`src/rtl/adder_share_arbiter_if.sv`:
```
// Request/response bundle for adder_share_arbiter: two operand channels plus one tagged result channel.
// rsp_ovf is present only when ADDER_ARB_OVF_EN is defined.
interface adder_share_arbiter_if #(
  parameter int WIDTH = 18
);
  logic             req0_valid;
  logic             req0_ready;
  logic [WIDTH-1:0] req0_a;
  logic [WIDTH-1:0] req0_b;
  logic             req0_cin;

  logic             req1_valid;
  logic             req1_ready;
  logic [WIDTH-1:0] req1_a;
  logic [WIDTH-1:0] req1_b;
  logic             req1_cin;

  logic             rsp_valid;
  logic             rsp_ready;
  logic             rsp_id;
  logic [WIDTH-1:0] rsp_sum;
  logic             rsp_cout;
`ifdef ADDER_ARB_OVF_EN
  logic             rsp_ovf;
`endif

  // Requesters and the result consumer.
  modport master (
    output req0_valid, req0_a, req0_b, req0_cin,
    input  req0_ready,
    output req1_valid, req1_a, req1_b, req1_cin,
    input  req1_ready,
    output rsp_ready,
    input  rsp_valid, rsp_id, rsp_sum,
`ifdef ADDER_ARB_OVF_EN
    input  rsp_ovf,
`endif
    input  rsp_cout
  );

  // The arbiter.
  modport slave (
    input  req0_valid, req0_a, req0_b, req0_cin,
    output req0_ready,
    input  req1_valid, req1_a, req1_b, req1_cin,
    output req1_ready,
    input  rsp_ready,
    output rsp_valid, rsp_id, rsp_sum,
`ifdef ADDER_ARB_OVF_EN
    output rsp_ovf,
`endif
    output rsp_cout
  );
endinterface

```
`src/rtl/adder_share_arbiter.sv`:
```
// Round-robin sequencer sharing one WIDTH-bit adder between two requesters, with a settle delay.
// Optional signed-overflow output enabled by defining ADDER_ARB_OVF_EN.
module adder_share_arbiter #(
  parameter int WIDTH         = 18,
  parameter int SETTLE_CYCLES = 1
) (
  input logic                  clk,
  input logic                  reset,
  adder_share_arbiter_if.slave bus
);

  typedef enum logic [1:0] {
    IDLE = 2'd0,
    EXEC = 2'd1,
    RESP = 2'd2
  } state_e;

  // A settle time of zero still needs one cycle for the registered operands to reach the adder.
  localparam int         SETTLE_EFF = (SETTLE_CYCLES < 1) ? 1 : SETTLE_CYCLES;
  localparam logic [3:0] CNT_LOAD   = 4'(SETTLE_EFF - 1);

  state_e           state_q, state_d;
  logic             last_q, last_d;
  logic [3:0]       cnt_q, cnt_d;
  logic [WIDTH-1:0] a_q, a_d, b_q, b_d;
  logic             cin_q, cin_d;
  logic             id_q, id_d;
  logic [WIDTH-1:0] sum_q, sum_d;
  logic             cout_q, cout_d;
  logic             rsp_id_q, rsp_id_d;
`ifdef ADDER_ARB_OVF_EN
  logic             ovf_q, ovf_d;
`endif

  logic             grant_vld;
  logic             grant_id;
  logic             accept;
  logic [WIDTH:0]   add_full;

  // The adder sees only operand registers, so requester changes after acceptance cannot reach it.
  assign add_full = {1'b0, a_q} + {1'b0, b_q} + {{WIDTH{1'b0}}, cin_q};

  always_comb begin
    // NOTE: defaults first so every path assigns every output and no latch is inferred.
    grant_vld = 1'b0;
    grant_id  = 1'b0;
    if (bus.req0_valid && bus.req1_valid) begin
      grant_vld = 1'b1;
      grant_id  = ~last_q;
    end else if (bus.req0_valid) begin
      grant_vld = 1'b1;
      grant_id  = 1'b0;
    end else if (bus.req1_valid) begin
      grant_vld = 1'b1;
      grant_id  = 1'b1;
    end
  end

  assign accept         = (state_q == IDLE) && grant_vld && !reset;
  assign bus.req0_ready = accept && !grant_id;
  assign bus.req1_ready = accept && grant_id;

  always_comb begin
    state_d  = state_q;
    last_d   = last_q;
    cnt_d    = cnt_q;
    a_d      = a_q;
    b_d      = b_q;
    cin_d    = cin_q;
    id_d     = id_q;
    sum_d    = sum_q;
    cout_d   = cout_q;
    rsp_id_d = rsp_id_q;
`ifdef ADDER_ARB_OVF_EN
    ovf_d    = ovf_q;
`endif
    case (state_q)
      IDLE: begin
        if (accept) begin
          a_d     = grant_id ? bus.req1_a   : bus.req0_a;
          b_d     = grant_id ? bus.req1_b   : bus.req0_b;
          cin_d   = grant_id ? bus.req1_cin : bus.req0_cin;
          id_d    = grant_id;
          last_d  = grant_id;
          cnt_d   = CNT_LOAD;
          state_d = EXEC;
        end
      end
      EXEC: begin
        if (cnt_q == 4'd0) begin
          sum_d    = add_full[WIDTH-1:0];
          cout_d   = add_full[WIDTH];
          rsp_id_d = id_q;
`ifdef ADDER_ARB_OVF_EN
          ovf_d    = (a_q[WIDTH-1] == b_q[WIDTH-1]) && (add_full[WIDTH-1] != a_q[WIDTH-1]);
`endif
          state_d  = RESP;
        end else begin
          cnt_d = cnt_q - 4'd1;
        end
      end
      RESP: begin
        if (bus.rsp_ready) state_d = IDLE;
      end
      default: state_d = IDLE;
    endcase
  end

  always_ff @(posedge clk) begin
    // NOTE: non-blocking assignments so every register updates from the same pre-edge values.
    if (reset) begin
      state_q  <= IDLE;
      last_q   <= 1'b1;
      cnt_q    <= 4'd0;
      a_q      <= '0;
      b_q      <= '0;
      cin_q    <= 1'b0;
      id_q     <= 1'b0;
      sum_q    <= '0;
      cout_q   <= 1'b0;
      rsp_id_q <= 1'b0;
`ifdef ADDER_ARB_OVF_EN
      ovf_q    <= 1'b0;
`endif
    end else begin
      state_q  <= state_d;
      last_q   <= last_d;
      cnt_q    <= cnt_d;
      a_q      <= a_d;
      b_q      <= b_d;
      cin_q    <= cin_d;
      id_q     <= id_d;
      sum_q    <= sum_d;
      cout_q   <= cout_d;
      rsp_id_q <= rsp_id_d;
`ifdef ADDER_ARB_OVF_EN
      ovf_q    <= ovf_d;
`endif
    end
  end

  assign bus.rsp_valid = (state_q == RESP);
  assign bus.rsp_id    = rsp_id_q;
  assign bus.rsp_sum   = sum_q;
  assign bus.rsp_cout  = cout_q;
`ifdef ADDER_ARB_OVF_EN
  assign bus.rsp_ovf   = ovf_q;
`endif

endmodule

```
`src/flat_wrapper.sv`:
```
// flat-port wrapper written by rule: the top's interface ports become plain ports
module adder_share_arbiter_flat 
#(
  parameter int WIDTH         = 18,
  parameter int SETTLE_CYCLES = 1
)
  (clk, reset, bus_req0_valid, bus_req0_a, bus_req0_b, bus_req0_cin, bus_req0_ready, bus_req1_valid, bus_req1_a, bus_req1_b, bus_req1_cin, bus_req1_ready, bus_rsp_ready, bus_rsp_valid, bus_rsp_id, bus_rsp_sum, bus_rsp_cout);
  adder_share_arbiter_if #(.WIDTH(WIDTH)) bus_i ();
  input logic clk;
  input logic reset;
  input wire logic [$bits(bus_i.req0_valid)-1:0] bus_req0_valid;
  input wire logic [$bits(bus_i.req0_a)-1:0] bus_req0_a;
  input wire logic [$bits(bus_i.req0_b)-1:0] bus_req0_b;
  input wire logic [$bits(bus_i.req0_cin)-1:0] bus_req0_cin;
  output wire logic [$bits(bus_i.req0_ready)-1:0] bus_req0_ready;
  input wire logic [$bits(bus_i.req1_valid)-1:0] bus_req1_valid;
  input wire logic [$bits(bus_i.req1_a)-1:0] bus_req1_a;
  input wire logic [$bits(bus_i.req1_b)-1:0] bus_req1_b;
  input wire logic [$bits(bus_i.req1_cin)-1:0] bus_req1_cin;
  output wire logic [$bits(bus_i.req1_ready)-1:0] bus_req1_ready;
  input wire logic [$bits(bus_i.rsp_ready)-1:0] bus_rsp_ready;
  output wire logic [$bits(bus_i.rsp_valid)-1:0] bus_rsp_valid;
  output wire logic [$bits(bus_i.rsp_id)-1:0] bus_rsp_id;
  output wire logic [$bits(bus_i.rsp_sum)-1:0] bus_rsp_sum;
  output wire logic [$bits(bus_i.rsp_cout)-1:0] bus_rsp_cout;
  assign bus_i.req0_valid = bus_req0_valid;
  assign bus_i.req0_a = bus_req0_a;
  assign bus_i.req0_b = bus_req0_b;
  assign bus_i.req0_cin = bus_req0_cin;
  assign bus_req0_ready = bus_i.req0_ready;
  assign bus_i.req1_valid = bus_req1_valid;
  assign bus_i.req1_a = bus_req1_a;
  assign bus_i.req1_b = bus_req1_b;
  assign bus_i.req1_cin = bus_req1_cin;
  assign bus_req1_ready = bus_i.req1_ready;
  assign bus_i.rsp_ready = bus_rsp_ready;
  assign bus_rsp_valid = bus_i.rsp_valid;
  assign bus_rsp_id = bus_i.rsp_id;
  assign bus_rsp_sum = bus_i.rsp_sum;
  assign bus_rsp_cout = bus_i.rsp_cout;
  adder_share_arbiter #(.WIDTH(WIDTH), .SETTLE_CYCLES(SETTLE_CYCLES)) u_core (.clk(clk), .reset(reset), .bus(bus_i));
endmodule
```
`config.mk`:
```
export PLATFORM = sky130hd
export DESIGN_NAME = adder_share_arbiter_flat
export DESIGN_NICKNAME = d
export VERILOG_FILES = /design/src/rtl/adder_share_arbiter_if.sv /design/src/rtl/adder_share_arbiter.sv /design/src/flat_wrapper.sv
export SDC_FILE = /design/constraint.sdc
export NUM_CORES = 1
export LEC_CHECK = 0
export ABC_CLOCK_PERIOD_IN_PS = 7500
export CORE_MARGIN = 2
export CORE_UTILIZATION = 50
export CTS_CLUSTER_DIAMETER = 40
export DETAILED_ROUTE_END_ITERATION = 16
export GPL_ROUTABILITY_DRIVEN = 0
export PLACE_DENSITY = 0.9
export SLEW_MARGIN = 15
export SYNTH_ARGS = -nofsm -noshare
export SYNTH_HDL_FRONTEND = slang
export SYNTH_SLANG_ARGS = --single-unit
```
`constraint.sdc`:
```
create_clock -name clk -period 7.5 [get_ports clk]
set_input_delay 1.5 -clock clk [delete_from_list [all_inputs] [get_ports clk]]
set_output_delay 1.5 -clock clk [all_outputs]
set_load 0.01 [all_outputs]
```
### After elaboration in Yosys (flattened, before gate mapping)

Index checks and enable logic that the tools add are counted.

* reduce and logical (&&, ||, !) cells: 14
* eq/ne operators: 6
* muxes and demuxes: 15
* bitwise gates (word level): 1
* add/sub/neg operators: 3

Operators with widths (number)
* $mux W18: 2
* $add A18 B18 Y19: 1
* $add A19 B1 Y19: 1
* $mux W4: 2
* $pmux W4 S2: 1
* $mux W1: 6
* $mux W2: 3
* $pmux W2 S3: 1
* $reduce_and A3 Y1: 2
* $logic_and A1 B1 Y1: 5
* $logic_not A4 Y1: 1
* $ne A2 B1 Y1 const B: 2
* $ne A2 B2 Y1 const B: 2
* $reduce_and A2 Y1: 2
* $sub A4 B1 Y4 const B: 1
* $eq A2 B1 Y1 const B: 1
* $eq A2 B2 Y1 const B: 1
* $logic_not A1 Y1: 2
* $logic_not A2 Y1: 1
* $reduce_bool A2 Y1: 1
* $not A1 Y1: 1

* bits in registers: 65
* output and inout bits: 23
* bits of input ports: 79
* word-level logic and storage cells: 49

### Longest topological paths before layout

Gate-level depths: netlist of the first run.

* depth after elaboration: 7
* mapped depth: 9
* mapped depth without buffers: 9

### Worst setup path before layout of the first run

OpenSTA, ideal clock, no wires.

* path type: input to output
* start point: input port bus_req1_valid
* end point: output port bus_req1_ready
* required time: 6.000 ns
* slack: 3.773 ns
* buffers on the path: 2
* arrival time: 2.227 ns
* stages on the path: 4
* path through: o21a_1 > buf_2 > clkbuf_1 > and3_1

* longest elaborated chain between the ends: 6
* elaborated cells on any way between the ends: 9
* those cells by class: mux (5); reduce/logical (4)

Ends and longest elaborated chain
* start: declaration: line flat_wrapper.sv:16 `input wire logic [$bits(bus_i.req1_valid)-1:0] bus_req1_valid;`
* $mux W1: line adder_share_arbiter.sv:53 `end else if (bus.req1_valid) begin`
* $mux W1: line adder_share_arbiter.sv:50 `end else if (bus.req0_valid) begin`
* $mux W1: line adder_share_arbiter.sv:47 `if (bus.req0_valid && bus.req1_valid) begin`
* $logic_and A1 B1 Y1 (2 in series): line adder_share_arbiter.sv:59 `assign accept = (state_q == IDLE) && grant_vld && !reset;`
* $logic_and A1 B1 Y1 (*): line adder_share_arbiter.sv:61 `assign bus.req1_ready = accept && grant_id;`
* end: declaration: line flat_wrapper.sv:20 `output wire logic [$bits(bus_i.req1_ready)-1:0] bus_req1_ready;`

Every way passes the cells marked *; elsewhere a longest branch is shown, timed or not.

### Worst setup path after layout of the first run

* start point: input port bus_req0_valid
* end point: output port bus_req1_ready

* longest elaborated chain between the ends: 5
* elaborated cells on any way between the ends: 8
* those cells by class: mux (4); reduce/logical (4)

Ends and longest elaborated chain
* start: declaration: line flat_wrapper.sv:11 `input wire logic [$bits(bus_i.req0_valid)-1:0] bus_req0_valid;`
* $mux W1 or $logic_and A1 B1 Y1 (tied branches): line adder_share_arbiter.sv:50, adder_share_arbiter.sv:47
* $mux W1: line adder_share_arbiter.sv:47
* $logic_and A1 B1 Y1 (2 in series): line adder_share_arbiter.sv:59
* $logic_and A1 B1 Y1 (*): line adder_share_arbiter.sv:61

Marks and branches as above.

==> results of run 1 <==
[kinds of logic after synthesis]
family / Yosys count
and+or+nand+nor: 131
AOI/OAI and AO/OA: 121
DFF: 65
buffers and inverters: 38
muxes: 37
adders and majority gates: 20
xor gates and xnor gates: 7
[power breakdown]
group | switching, mW | total (mW) | internal [mW]
registers | 0.0230 | 0.404 | 0.381
clock network | 0.125 | 0.287 | 0.162
logic | 0.155 | 0.296 | 0.141
total | 0.302 | 0.986 | 0.684
[synth_stat cells, types with 2 or more instances]
| master | number |
|---|---|
| a211oi_1 | 45 |
| a21o_1 | 6 |
| a21o_2 | 2 |
| a21oi_1 | 33 |
| a31oi_1 | 3 |
| and3_1 | 3 |
| buf_1 | 5 |
| buf_2 | 9 |
| clkbuf_1 | 14 |
| clkbuf_2 | 2 |
| dfxtp_1 | 65 |
| fa_1 | 2 |
| ha_1 | 18 |
| inv_1 | 8 |
| mux2i_1 | 37 |
| nand2_1 | 30 |
| nand2b_1 | 6 |
| nand3_1 | 14 |
| nand4_1 | 5 |
| nor2_1 | 51 |
| nor2b_1 | 3 |
| nor3_1 | 7 |
| o211ai_1 | 3 |
| o21a_1 | 4 |
| o21ai_0 | 8 |
| o21bai_1 | 2 |
| o31ai_1 | 2 |
| or4_1 | 2 |
| xnor2_1 | 6 |
[layer usage]
layer	track usage	share of wire	wire, um
met1	0.3174	0.45	3938
met2	0.3670	0.47	4195
met3	0.04063	0.063	554
met4	0.07870	0.017	147
met5	0	0	0
[state kept, by name, summed over array words and instances (netlist names)]
name                 flops
u_core.a_q              18
u_core.b_q              18
u_core.bus.rsp_sum      18
u_core.cnt_q             4
u_core.state_q           2
u_core.bus.rsp_cout      1
u_core.bus.rsp_id        1
u_core.cin_q             1
u_core.id_q              1
u_core.last_q            1
[worst reg2reg max path: stages, from the launching register on]
cell	delay [ns]
dfxtp_1	0.35
fa_1	0.51
inv_1	0.10
fa_1	0.20
nand2b_1	0.19
a21oi_2	0.11
o311a_4	0.39
o311a_1	0.39
a311o_1	0.35
[area by class of cell]
type | instances | share of cell area
well taps | 96 | 0.02481
inverters | 8 | 0.006202
multi-input cells | 316 | 0.4473
clock buffers | 13 | 0.03075
repair buffers | 105 | 0.2140
flip-flops and latches | 65 | 0.2687
clock inverters | 3 | 0.008269
[stage by stage]
stage | hold slack (ns) | power, mW | instances | setup WS (ns)
floorplan | 0.4323 | 0.5971 | 419 | 3.773
global placement | 0.4383 | 0.6893 | 590 | 2.475
detailed placement | 0.4477 | 0.7016 | 590 | 2.450
CTS | 0.4591 | 0.9854 | 606 | 2.429
global route | 0.4745 | 1.042 | 606 | 2.328
finish | 0.4587 | 0.9865 | 606 | 2.437
[worst min-delay path by stage]
stage / end / slack [ns] / cells after the start
after floorplan: u_core.bus.rsp_id$_SDFFE_PP0P_ / 0.43 / 2
after global placement: u_core.bus.rsp_sum[9]$_SDFFE_PP0P_ / 0.44 / 2
after detailed placement: u_core.bus.rsp_sum[3]$_SDFFE_PP0P_ / 0.45 / 2
after CTS: u_core.bus.rsp_sum[3]$_SDFFE_PP0P_ / 0.46 / 2
after global routing: u_core.bus.rsp_sum[3]$_SDFFE_PP0P_ / 0.47 / 2
final: u_core.bus.rsp_id$_SDFFE_PP0P_ / 0.46 / 2
==> results.txt, run 1 <==
Summing all flip-flop and latch instances after layout gives 0.001301 mm^2. The number of max-cap violations came out at 0. Walking the worst path, the cells encountered are clkdlybuf4s50_1, o21a_2, buf_4, and3_1, clkdlybuf4s50_1.

The share of synthesized cell area in full adder, half adder and majority cells is 0.07346. The worst setup slack for register-to-register paths is 4.80 ns. The element type at the critical path start is an input pin. For this run, the register share of the synthesized area comes to 0.3604.

The endpoint identified for the worst register-to-register timing path is u_core.bus.rsp_sum[12]$_SDFFE_PP0P_. The most used flip-flop cell after synthesis is dfxtp_1. The deepest level of the CTS H-tree came out at 3. Adding up every negative setup slack in the final design gives 0 ns.

The most critical setup path has its startpoint at bus_req0_valid. In this run the power density over the cells is 203.7 mW/mm^2. The count of buffer and inverter cells on the critical path is 3. The number of enable flip-flop cells after synthesis is 0.

Clock-pin slew was measured on the worst setup and hold paths at 0.07 ns. The count of cells resized by post-cts repair came out at 0. The post-route clock period utilization came out at 0.6750. TritonCTS built the clock tree. STA classifies the critical path endpoint as a primary output. The worst hold path belongs to the class reg2reg. The number of fill cells is 548. Setup repair after global routing left no endpoint under its margin. The count of inserted antenna diode cells came out at 0. The die outline height is 88.98 um.

Summed over all instances, the cell type with the most area after synthesis is dfxtp_1. The sum of net half-perimeters after detailed placement came out at 6529 um. The residual overflow from global routing came out at 0. For this run, the top clock speed supported by timing is 197.5 MHz. From left edge to right edge, the die measures 88.98 um.

In the layout the commonest cells are 100 x clkdlybuf4s50_1, 65 x dfxtp_1, 51 x nor2_1. The instance area after placement came out at 0.004653 mm^2. The count of warnings emitted by yosys came out at 0.

The count of endpoints failing setup in the final report is 0. The slowest stage of the critical path is the clkdlybuf4s50_1 cell. The clock passes through at most 2 buffers. The core box area came out at 0.006907 mm^2. Leaving out fill and tap cells, the most frequent cell in the layout is clkdlybuf4s50_1. The global-route wire length before repair is 14310 um. Of the total synthesized cell area, the portion taken by XOR and XNOR cells is 0.01698. In this run the worst setup path terminates at bus_req1_ready. The later pin in the worst-skew pair is clocked with a latency of 0.34 ns. The minimum clock period is 5.063 ns. The longest individual stage delay on the worst path came out at 0.55 ns. The share of the core filled with cells in the final layout came out at 0.7011.

The total routing usage reported by global routing is 0.2306. By area, the combinational part of the netlist is dominated by compound AO/OA/AOI/OAI gates. The initial antenna violation count came out at 0.

The slew of the pin with the lowest slew margin is 0.9116 ns. The compound-cell area share of the yosys netlist came out at 0.2353. The initial standard-cell utilization of the core came out at 0.5228. The number of hold-slack violations in the final timing report is 0. The worst max-slew margin expressed relative to the limit is 0.3923.

The critical path crosses 5 cells after its start point. The cell count of the worst reg-to-reg path is 8. The root buffer cell is clkbuf_8. The max-slew violation total from the final report came out at 0. The startpoint identified for the worst register-to-register timing path is u_core.cin_q$_SDFFE_PP0P_. For this block, the via count after detailed routing is 3444.

The unique cell type count in the Yosys netlist is 53. Measured against the total synthesized area, the mux share comes to 0.1026. The count of antenna-violating nets left after detailed routing came out at 0. Of the total synthesized cell area, the portion taken by AND, OR, NAND and NOR gates is 0.1681. The cell area after synthesis is 0.003611 mm^2.

The number of input and output port buffers inserted is 101. Grouping stages by cell kind, the critical path spends the most delay in buffers and inverters. The number of instances in the synthesized netlist came out at 419.

The worst-case clock skew came out at 0.005032 ns. The DRC violation count after routing came out at 0. Before antenna repair, the detailed router went through 5 iterations. The leakage dissipation came out at 1.921 nW.

Data on the critical path is required at its endpoint by 6.00 ns. In this run the worst path has a maximum fanout of 79. The data arrival time of the worst path came out at 3.56 ns. The area taken by multi-input logic gates is 0.002166 mm^2. In the final design database the tool counted 604 nets. The critical path is of the in2out type. The critical path's most frequent cell is clkdlybuf4s50_1. The number of top-level design ports came out at 102.

The final design area excluding fillers came out at 0.004842 mm^2. The average cell area after synthesis came out at 8.618 um^2. The synthesized net count came out at 518. The count of hold-fix buffers inserted at cts is 0. TritonCTS created 9 clock buffers. Summed over all layers, the routed wires come to 8835 um.

The average wire per standard cell is 14.58 um. The async set or reset register ratio after synthesis is 0. The initial detailed-routing violation count is 306.

The highest ir drop seen on vdd came out at 101.9 uV. The number of global-route vias before repair is 3083. In the post-synthesis netlist, the biggest area contributors are dfxtp_1 36%, mux2i_1 10%, a211oi_1 9.4%. In the routed layout, each cell is associated on average with a via count of 5.683. The area share of the leading cell type in the synthesized netlist is 0.3604. The fraction of layout cells with a size suffix above 1 is 0.05882. The flop and latch count out of synthesis is 65.

The startpoint of the tightest hold check path is u_core.id_q$_SDFFE_PP0P_. The area growth from synthesis to final layout is 34.10%. The post-CTS setup buffer count is 0.

The largest net degree at the start of global routing is 80. The flow ran to the end, and the final reports show no timing, DRC or antenna violations. Counting every sink on the clock net gives 65. The floorplan step defined a die boundary enclosing 0.007917 mm^2. The floorplan has 30 rows.
No activity file was read; power rests on OpenSTA's default activity.
==> run 2, diff against run 1 <==
--- a/config.mk
+++ b/config.mk
@@ -5,13 +5,13 @@
 export SDC_FILE = /design/constraint.sdc
 export NUM_CORES = 1
 export LEC_CHECK = 0
-export ABC_CLOCK_PERIOD_IN_PS = 7500
+export ABC_CLOCK_PERIOD_IN_PS = 4900
 export CORE_MARGIN = 2
-export CORE_UTILIZATION = 50
+export CORE_UTILIZATION = 48
 export CTS_CLUSTER_DIAMETER = 40
 export DETAILED_ROUTE_END_ITERATION = 16
 export GPL_ROUTABILITY_DRIVEN = 0
-export PLACE_DENSITY = 0.9
+export PLACE_DENSITY = 0.87
 export SLEW_MARGIN = 15
 export SYNTH_ARGS = -nofsm -noshare
 export SYNTH_HDL_FRONTEND = slang
==> constraint.sdc (replaced) <==
create_clock -name clk -period 4.9 [get_ports clk]
set_input_delay 0.98 -clock clk [delete_from_list [all_inputs] [get_ports clk]]
set_output_delay 0.98 -clock clk [all_outputs]
set_load 0.01 [all_outputs]
==> results.txt, run 2 (synthesis gave the netlist of run 1 again) <==
The power density over the cells came out at 310.9 mW/mm^2. The number of fill cells is 629. The initial antenna violation count is 0. The instance count after placement with tap cells included is 593. The critical path required time is 3.92 ns. On the worst path, the slowest cell contributes a delay of 0.54 ns. On the critical path, the stage with the largest delay is an instance of clkdlybuf4s50_1.

Across the routed clock network, the largest skew measured is 0.005078 ns. For this configuration, the core starts out at a cell density of 0.4978. The max-slew violation total from the final report is 0. In the final layout, the share of cells above drive strength 1 is 0.05882. The critical path class is in2out. The reg-to-reg critical path startpoint is u_core.cin_q$_SDFFE_PP0P_. The instance count along the most critical hold path came out at 2. The deepest level of the CTS H-tree is 3. The number of hold-slack violations in the final timing report came out at 0. The CTS tree is built.

The residual overflow from global routing is 0. The initial detailed-routing violation count is 173. The worst max-slew margin expressed relative to the limit is 0.4139.

The family with the most delay on the worst path is buffers and inverters. The power consumption is 1.506 mW. The capture instance of the worst register-to-register path is u_core.bus.rsp_sum[12]$_SDFFE_PP0P_. Detailed placement finished with a half-perimeter wire length of 6535 um.

The area growth from synthesis to final layout is 34.20%. The critical path endpoint category is a primary output. The highest metal layer carrying signal wires in the routed design is met4. The first global-routing pass estimated 14620 um of wire. The number of core rows is 31.

The startpoint of the tightest hold check path is u_core.bus.rsp_sum[4]$_SDFFE_PP0P_. The highest ir drop seen on vdd is 139.2 uV. The total routing usage reported by global routing is 0.2156.

The data arrival time of the worst path came out at 2.67 ns. Wire segments on met2 add up to 4242 um in the final route. The count of antenna-violating nets left after detailed routing is 0. The floorplan step set the die width to 90.74 um.

Entering global routing, the biggest net connects 79 pins. The leakage dissipation is 1.921 nW. In the routed design, unresolved DRC markers number 0. The detailed-routing iteration count for the pre-antenna-repair pass is 4. The clock latency at the later pin of the worst-skew pair came out at 0.34 ns.

The critical path's most frequent cell is clkdlybuf4s50_1. After detailed routing, the met3 layer carries 430 um of wire. The cell count of the worst reg-to-reg path is 8. The routed metal-1 wirelength came out at 3904 um. The count of inserted antenna diode cells came out at 0. The count of buffer and inverter cells on the critical path is 2.

The worst path needs 3.646 ns of the cycle, external delays included. The signal on the critical path passes through clkdlybuf4s50_1, a21boi_4, and3_1, clkdlybuf4s50_1. The post-route clock period utilization came out at 0.7440.

The total routed wirelength came out at 8716 um. The die covers 0.008233 mm^2. The final route contains 3378 vias.

The number of global-route vias before repair is 3259. The number of max-cap violations came out at 0. In the layout the commonest cells are 100 x clkdlybuf4s50_1, 65 x dfxtp_1, 51 x nor2_1. The path class of the tightest hold or removal check is reg2reg.

The average wire per standard cell is 14.31 um. The tree is rooted in a clkbuf_8. The count of hold-fix buffers inserted at cts is 0. Setup repair after global routing left no endpoint under its margin. The floorplan step set the die height to 90.74 um. The number of buffers on the longest clock path came out at 2. Counting the buffers created by CTS gives 9. For the pin with the worst max-slew slack, the measured transition is 0.8792 ns. Final hold analysis gives a worst-case slack of 0.4598 ns.

After the last flow step, the layout net total stands at 604. The post-CTS setup buffer count is 0. The worst-path maximum fanout is 9. After clock tree synthesis, the clock-pin slew on the worst setup and hold paths is 0.07 ns.

The count of cells resized by post-cts repair came out at 0. The flow ran to the end, and the final reports show no timing, DRC or antenna violations. Setup violations remaining at the end of the flow were counted as 0. For this run, the number of standard cells in the final layout without fillers is 609. Leaving out fill and tap cells, the most frequent cell in the layout is clkdlybuf4s50_1. The worst setup slack for register-to-register paths is 2.25 ns.

The accumulated negative setup slack is 0 ns. The detail-routed via count per cell is 5.547. In this run the tool buffered the top-level ports with 101 buffer cells. The core box area came out at 0.007253 mm^2. The maximum frequency from static timing analysis came out at 274.3 MHz. The number of top-level design ports came out at 102. For hold timing, the worst endpoint is u_core.bus.rsp_sum[4]$_SDFFE_PP0P_.

The sink count of the clock tree is 65. The element type at the critical path start is an input pin.
run 2: cell counts in the layout (fill, tap and decap cells not counted):
No cell type changed its count.
run 2: worst register-to-register path, delay by kind of cell (launching register included):
family / cells / cell delay [ns]
simple gates: 1 / 0.18
compound gates: 4 / 1.22
buf+inv: 1 / 0.10
fa+ha+maj: 2 / 0.69
flops: 1 / 0.34
run 2: worst max-delay path by stage:
stage / from / to / slack, ns / cells past startpoint
6_report: bus_req1_valid / bus_req1_ready / 1.25 / 4
5_1_grt: bus_req1_valid / bus_req1_ready / 1.20 / 4
4_1_cts: bus_req1_valid / bus_req1_ready / 1.23 / 4
3_5_place_dp: bus_req1_valid / bus_req1_ready / 1.23 / 4
2_1_floorplan: bus_req1_valid / bus_req1_ready / 2.21 / 4
3_3_place_gp: bus_req1_valid / bus_req1_ready / 1.31 / 4
run 2: final cells by class:
| class | count | area, um^2 | area share |
|---|---|---|---|
| Clock inverter | 3 | 40.04 | 0.008262 |
| Multi-Input combinational cell | 316 | 2166 | 0.4469 |
| Timing Repair Buffer | 105 | 1036 | 0.2138 |
| Sequential cell | 65 | 1301 | 0.2685 |
| Clock buffer | 13 | 148.9 | 0.03073 |
| Inverter | 8 | 30.03 | 0.006197 |
| Tap cell | 99 | 123.9 | 0.02556 |
run 2: power by group:
group,total (mW),internal [mW],switching (mW)
sequential,0.619,0.584,0.0354
combinational,0.452,0.216,0.236
clock,0.435,0.248,0.188
run 2: stage by stage:
step                      cell area, um^2  setup WS [ns]    util
after floorplan                      3611          2.213       -
after global placement               4657          1.307  0.6421
after detailed placement             4657          1.228  0.6421
after CTS                            4846          1.234  0.6681
after global routing                 4846          1.201  0.6681
final                                4846          1.254  0.6681
run 2: per-layer routing:
| layer | vias up | GRT usage |
|---|---|---|
| met1 | 1557 | 0.2823 |
| met3 | 12 | 0.03923 |
| li1 | 1705 | - |
| met4 | 0 | 0.08974 |
| met2 | 104 | 0.3495 |
| met5 | - | 0 |
